**src/rtl/riscv_hazard_unit_pkg.sv**
```systemverilog
// Shared RISC-V pipeline constants: scoreboard entry layout, register
// address width, the "read from register file" forwarding select value,
// and the scoreboard hit test used by the hazard matchers.
`timescale 1ns/1ps

package riscv_constants;

    localparam int REG_ADDR_W = 5;

    // Forwarding select value meaning "take the operand from the register file".
    localparam int FWD_SEL_RF = 0;

    // One in-flight instruction as seen by the hazard unit.
    typedef struct packed {
        logic                  valid;
        logic [REG_ADDR_W-1:0] rd;
        logic                  werf;
        logic                  is_load;
    } sb_entry_t;

    // True when an in-flight entry produces the value a source operand reads.
    // x0 is hard-wired to zero, so it never creates a dependency.
    function automatic logic sb_hit(
        input sb_entry_t             entry,
        input logic [REG_ADDR_W-1:0] src,
        input logic                  uses
    );
        return entry.valid && entry.werf && uses &&
               (entry.rd == src) && (entry.rd != '0);
    endfunction

endpackage

```
**src/rtl/riscv_hazard_match.sv**
```systemverilog
// Per-source dependency matcher. Scans the scoreboard from the youngest
// entry (stage 1) outwards and reports the first producer of the source.
// FWD_EN selects between forwarding behaviour (stall only on a load whose
// data is not yet forwardable, report its stage) and register-file-only
// behaviour (stall on any in-flight producer, select always 0).
`timescale 1ns/1ps

module riscv_hazard_match
    import riscv_constants::*;
#(
    parameter int NUM_STAGES       = 5,
    parameter int LOAD_READY_STAGE = 5,
    parameter bit FWD_EN           = 1'b0,
    parameter int SEL_W            = $clog2(NUM_STAGES + 1)
) (
    input  sb_entry_t [NUM_STAGES-1:0] sb_in,
    input  logic [REG_ADDR_W-1:0]      src_in,
    input  logic                       uses_in,
    output logic                       hazard_out,
    output logic [SEL_W-1:0]           sel_out
);

    logic             found;
    logic [SEL_W-1:0] k_sel;
    logic             young_ld;

    // Youngest-match priority search, then hazard/select per build mode.
    always_comb begin
        found      = 1'b0;
        k_sel      = SEL_W'(FWD_SEL_RF);
        young_ld   = 1'b0;
        hazard_out = 1'b0;
        sel_out    = SEL_W'(FWD_SEL_RF);
        for (int k = 1; k <= NUM_STAGES; k++) begin
            if (!found && sb_hit(sb_in[k-1], src_in, uses_in)) begin
                found    = 1'b1;
                k_sel    = SEL_W'(k);
                young_ld = sb_in[k-1].is_load;
            end
        end
        if (FWD_EN) begin
            // Non-load results are forwardable from stage 1; load data only
            // from LOAD_READY_STAGE onward.
            hazard_out = young_ld && (int'(k_sel) < LOAD_READY_STAGE);
            sel_out    = k_sel;
        end else begin
            // No bypass network: any in-flight producer must drain first.
            hazard_out = found;
            sel_out    = SEL_W'(FWD_SEL_RF);
        end
    end

endmodule

```
**src/rtl/riscv_hazard_unit.sv**
```systemverilog
// RISC-V pipeline hazard unit: tracks in-flight destinations in a
// scoreboard shift register, derives load-use / RAW stalls and forwarding
// selects for both ID sources, applies branch-redirect flushes, and keeps
// stall/flush performance counters.
// Build option: define RISCV_FORWARDING_EN to enable operand forwarding;
// without it the selects are tied to 0 and any in-flight producer stalls.
`timescale 1ns/1ps

module riscv_hazard_unit
    import riscv_constants::*;
#(
    parameter int NUM_STAGES       = 5,
    parameter int LOAD_READY_STAGE = 5,
    parameter int PERF_CNT_W       = 32
) (
    input  logic                              clk_in,
    input  logic                              rst_in,
    input  logic                              id_valid_in,
    input  logic [REG_ADDR_W-1:0]             id_rs1_in,
    input  logic [REG_ADDR_W-1:0]             id_rs2_in,
    input  logic                              id_uses_rs1_in,
    input  logic                              id_uses_rs2_in,
    input  logic [REG_ADDR_W-1:0]             id_rd_in,
    input  logic                              id_werf_in,
    input  logic                              id_is_load_in,
    input  logic                              ex_redirect_in,
    output logic                              stall_out,
    output logic                              ex_bubble_out,
    output logic                              id_flush_out,
    output logic [$clog2(NUM_STAGES+1)-1:0]   fwd_sel_a_out,
    output logic [$clog2(NUM_STAGES+1)-1:0]   fwd_sel_b_out,
    output logic [PERF_CNT_W-1:0]             stall_cnt_out,
    output logic [PERF_CNT_W-1:0]             flush_cnt_out
);

    localparam int SEL_W = $clog2(NUM_STAGES + 1);

`ifdef RISCV_FORWARDING_EN
    localparam bit FWD_EN = 1'b1;
`else
    localparam bit FWD_EN = 1'b0;
`endif

    // sb_q[k-1] holds the instruction k stages past ID.
    sb_entry_t [NUM_STAGES-1:0] sb_q;
    sb_entry_t                  id_entry;

    logic             haz_a;
    logic             haz_b;
    logic [SEL_W-1:0] sel_a;
    logic [SEL_W-1:0] sel_b;

    riscv_hazard_match #(
        .NUM_STAGES       (NUM_STAGES),
        .LOAD_READY_STAGE (LOAD_READY_STAGE),
        .FWD_EN           (FWD_EN),
        .SEL_W            (SEL_W)
    ) u_match_rs1 (
        .sb_in      (sb_q),
        .src_in     (id_rs1_in),
        .uses_in    (id_uses_rs1_in),
        .hazard_out (haz_a),
        .sel_out    (sel_a)
    );

    riscv_hazard_match #(
        .NUM_STAGES       (NUM_STAGES),
        .LOAD_READY_STAGE (LOAD_READY_STAGE),
        .FWD_EN           (FWD_EN),
        .SEL_W            (SEL_W)
    ) u_match_rs2 (
        .sb_in      (sb_q),
        .src_in     (id_rs2_in),
        .uses_in    (id_uses_rs2_in),
        .hazard_out (haz_b),
        .sel_out    (sel_b)
    );

    // Entry the ID instruction becomes if it advances into EX this cycle.
    always_comb begin
        id_entry         = '0;
        id_entry.valid   = id_valid_in && !ex_bubble_out;
        id_entry.rd      = id_rd_in;
        id_entry.werf    = id_werf_in;
        id_entry.is_load = id_is_load_in;
    end

    // Hazard resolution: reset silences everything, a redirect outranks a
    // stall (the stalled ID instruction is on the wrong path anyway), and an
    // empty ID slot never hazards.
    always_comb begin
        stall_out     = 1'b0;
        ex_bubble_out = 1'b0;
        id_flush_out  = 1'b0;
        fwd_sel_a_out = SEL_W'(FWD_SEL_RF);
        fwd_sel_b_out = SEL_W'(FWD_SEL_RF);
        if (!rst_in) begin
            if (id_valid_in) begin
                fwd_sel_a_out = sel_a;
                fwd_sel_b_out = sel_b;
            end
            if (ex_redirect_in) begin
                id_flush_out  = 1'b1;
                ex_bubble_out = 1'b1;
            end else if (id_valid_in && (haz_a || haz_b)) begin
                stall_out     = 1'b1;
                ex_bubble_out = 1'b1;
            end
        end
    end

    // Scoreboard shift: ID (or a bubble) enters stage 1, the oldest entry drops off.
    always_ff @(posedge clk_in or posedge rst_in) begin
        if (rst_in) begin
            sb_q <= '0;
        end else begin
            sb_q[0] <= id_entry.valid ? id_entry : '0;
            for (int k = 1; k < NUM_STAGES; k++) begin
                sb_q[k] <= sb_q[k-1];
            end
        end
    end

    // Free-running performance counters; natural wrap modulo 2^PERF_CNT_W.
    always_ff @(posedge clk_in or posedge rst_in) begin
        if (rst_in) begin
            stall_cnt_out <= '0;
            flush_cnt_out <= '0;
        end else begin
            stall_cnt_out <= stall_cnt_out + PERF_CNT_W'(stall_out);
            flush_cnt_out <= flush_cnt_out + PERF_CNT_W'(ex_redirect_in);
        end
    end

endmodule

```
**config.mk**
```make
export PLATFORM = sky130hd
export DESIGN_NAME = riscv_hazard_unit
export DESIGN_NICKNAME = d
export VERILOG_FILES = /design/src/rtl/riscv_hazard_unit_pkg.sv /design/src/rtl/riscv_hazard_match.sv /design/src/rtl/riscv_hazard_unit.sv
export SDC_FILE = /design/constraint.sdc
export NUM_CORES = 1
export LEC_CHECK = 0
export BUFFER_PORTS_ARGS = -buffer_cell sky130_fd_sc_hd__buf_2
export CORE_UTILIZATION = 49
export DETAILED_ROUTE_END_ITERATION = 10
export PLACE_DENSITY = 0.84
export SLEW_MARGIN = 20
export SYNTH_ARGS = -nofsm -noshare
export SYNTH_HDL_FRONTEND = slang
export SYNTH_SLANG_ARGS = --single-unit
export TNS_END_PERCENT = 10
```
**constraint.sdc**
```tcl
create_clock -name clk_in -period 4.3 [get_ports clk_in]
set_clock_uncertainty 0.1 [all_clocks]
set_input_delay 0.86 -clock clk_in [delete_from_list [all_inputs] [get_ports clk_in]]
set_output_delay 0.86 -clock clk_in [all_outputs]
set_load 0.005 [all_outputs]
```
==> metrics <==
outcome=complete, but fails checks; failing checks=DRC; PwrDens=352 nW/um2; htree depth=3; Reg2Reg Setup Slack=around 1.0 ns; Leak=around 2.5 nW; Hold Crit Start=sb_q[31]$_DFF_PP0_; Crit Path Class=in2reg; Initial Util=51.2%; num rows=34; post-synthesis average cell area=11.5 um2; Max Cap Viol=0; Final ANT Viol Nets=0; clock power share=31.6%; CTS tree=yes; First DRT Iteration DRCs=134; nets=506; # diodes=0; io pins=96; CTS Buf Count=9; Mapped Cells=392; number of flops mapped to enable cells by yosys=0; async set-reset flop share out of synthesis=100%; PortBufs=just under 90; relative slew slack=49.7%; Slew @ Worst Pin=approximately 0.75 ns; crit path launch=id_rs1_in[3]; Worst-path clk slew=0.09 ns; clk root buf=clkbuf_8; RR Endpoint=stall_cnt_out[29]$_DFF_PP0_; CTS max path bufs=2; HP Class=reg2reg; Gate power share=11.1%; Core Region=a little under 9000 um2; CP Max Fanout=9; fin crit share=between 80% and 90%; DRC Markers=5; P_sw=approximately 470 uW; Worst Setup EP=stall_cnt_out[29]$_DFF_PP0_; setup violators final=0; reg2reg path depth=12; Ys Warns=0; Seq/Total Area, Yosys=54.9%; Synth Flop Type=dfrtp_1; CTS resizes=0; Slew Limit Fails=0; hpwl dp=6.97 mm; synthesized area=~4500 um2; final wirelength=about 9.0 mm; Synth cell types=31; per-cell routed wire length=~15 um; Setup crit end kind=flop; DR pass1 iterations=7; initial antenna violation count=0; sum of negative setup slack=0 ns; gpl congestion=0.886; hold_buf cts=0; CTS sink count=99; Seq pwr share=57.4%; GR Util All Layers=between 10% and 20%; Die X=97.9 um; drt via density=5.31; unrepaired setup endpoints after global routing=false; fin crit period=between 3 and 4 ns; die height=97.9 um; crit path DAT=~3.7 ns; clk_lat worst skew=0.35 ns; Hold Violations, Final=0; Worst EP required=between 4 and 5 ns; GRT overflow=0; proportion of layout cells with a drive suffix above 1=22.9%; peak supply drop=376 uV; Fill cells=around 730; total die area=9590 um2; global-route wire length before repair=roughly 15 mm; fmax=282 MHz; Crit Reg-Reg Startpoint=sb_q[29]$_DFF_PP0_; Worst Setup Start Kind=input port; final total power=between 1.5 and 2 mW; pin count of the biggest net entering global routing=64; area added between synthesis and finish=15.5%; #FFs+latches synth=99; via count=approximately 3100; vias in the first global route=3197; Sw Ratio=25.8%; Post-CTS Setup Inserts=0; Pint=around 1.4 mW
-- cells by family (layout without fill, tap and decap cells) --
logic type | Yosys count | after routing | share of synthesized area, %
other | 1 | 6 | 0.0831
AO/OA/AOI/OAI | 20 | 20 | 3.94
XOR/XNOR | 110 | 110 | 21.4
AND/OR/NAND/NOR | 129 | 129 | 15.3
adder cells (fa/ha/maj) | 4 | 4 | 1.11
flip-flops | 99 | 99 | 54.9
buffers and inverters | 29 | 116 | 3.27
-- worst min-delay path by stage --
stage	depth (start not counted)	slack, ns	end
after floorplan	0	0.25	sb_q[17]$_DFF_PP0_
after global placement	0	0.26	sb_q[39]$_DFF_PP0_
after global routing	0	0.29	sb_q[15]$_DFF_PP0_
final	0	0.28	sb_q[39]$_DFF_PP0_
after CTS	0	0.28	sb_q[39]$_DFF_PP0_
after detailed placement	0	0.26	sb_q[39]$_DFF_PP0_
-- Yosys cell counts (all sizes together) (6+ instances only) --
master / count / area, um2
dfrtp: 99 / 2480
buf: 18 / 106
inv: 9 / 33.8
nand3: 24 / 120
a41o: 6 / 60.1
nor3: 8 / 55.1
and3: 11 / 68.8
nor2: 16 / 60.1
and4: 6 / 52.6
xnor2: 95 / 832
xor2: 15 / 131
nand2: 29 / 109
nand4: 24 / 150
-- layer usage --
metal	global-route usage, %	share of wire [%]	vias up
met4	5.94	1.4	0
met3	4.51	4.4	12
li1	-	-	1496
met2	33.7	50	69
met1	25.2	44	1565
met5	0	0	-
-- worst max-delay path: stages --
cell	delay, ns
buf_2	0.16
xnor2_1	0.19
nand4_1	0.11
o22ai_1	0.26
a222oi_1	0.12
buf_4	0.19
a21oi_1	0.24
ha_1	0.25
and4_1	0.31
nand2_1	0.15
nor4_2	0.50
nand3_1	0.18
xnor2_1	0.16
-- final cells by class --
cell class | count | area, um2 | share of cell area, %
well taps | 108 | 135 | 2.59
clock buffers | 11 | 131 | 2.52
clock inverters | 5 | 61.3 | 1.18
inverters | 9 | 37.5 | 0.720
flip-flops and latches | 99 | 2480 | 47.6
multi-input cells | 269 | 1900 | 36.6
repair buffers | 91 | 463 | 8.89
-- flip-flops by register name, indices dropped and copies added, names as in the netlist --
| register | cells |
|---|---|
| flush_cnt_out | 32 |
| stall_cnt_out | 32 |
| sb_q | 35 |
-- cells in the final DEF, fill, tap and decap left out, types with 5 or more instances in the layout --
cell type,count
nand3_1,24
and3_1,11
nor3_1,5
xor2_1,15
nor2_1,16
dfrtp_1,99
buf_2,88
inv_1,8
nand2_1,29
a41o_1,6
clkbuf_8,9
and4_1,6
conb_1,6
nand4_1,24
o22ai_1,5
xnor2_1,95
or3_1,5
-- through the flow --
step	cell area, um2	util [%]	instances	setup WS (ns)	hold slack (ns)
final	5210	59.2	592	0.759	0.284
after floorplan	4530	-	397	0.309	0.254
after global routing	5210	59.2	592	0.569	0.291
after detailed placement	5020	57.0	576	0.447	0.262
after CTS	5210	59.2	592	0.830	0.283
after global placement	5020	57.0	576	0.580	0.262
-- power groups by stage --
| stage | combinational [mW] | clock [mW] | sequential, mW |
|---|---|---|---|
| final | 0.203 | 0.579 | 1.05 |
| after global routing | 0.228 | 0.628 | 1.06 |
| after CTS | 0.207 | 0.596 | 1.05 |
| after detailed placement | 0.208 | 0 | 1.07 |
| after global placement | 0.195 | 0 | 1.06 |
| after floorplan | 0.137 | 0 | 1.06 |
Note: power is estimated with default switching activity, not from simulation.
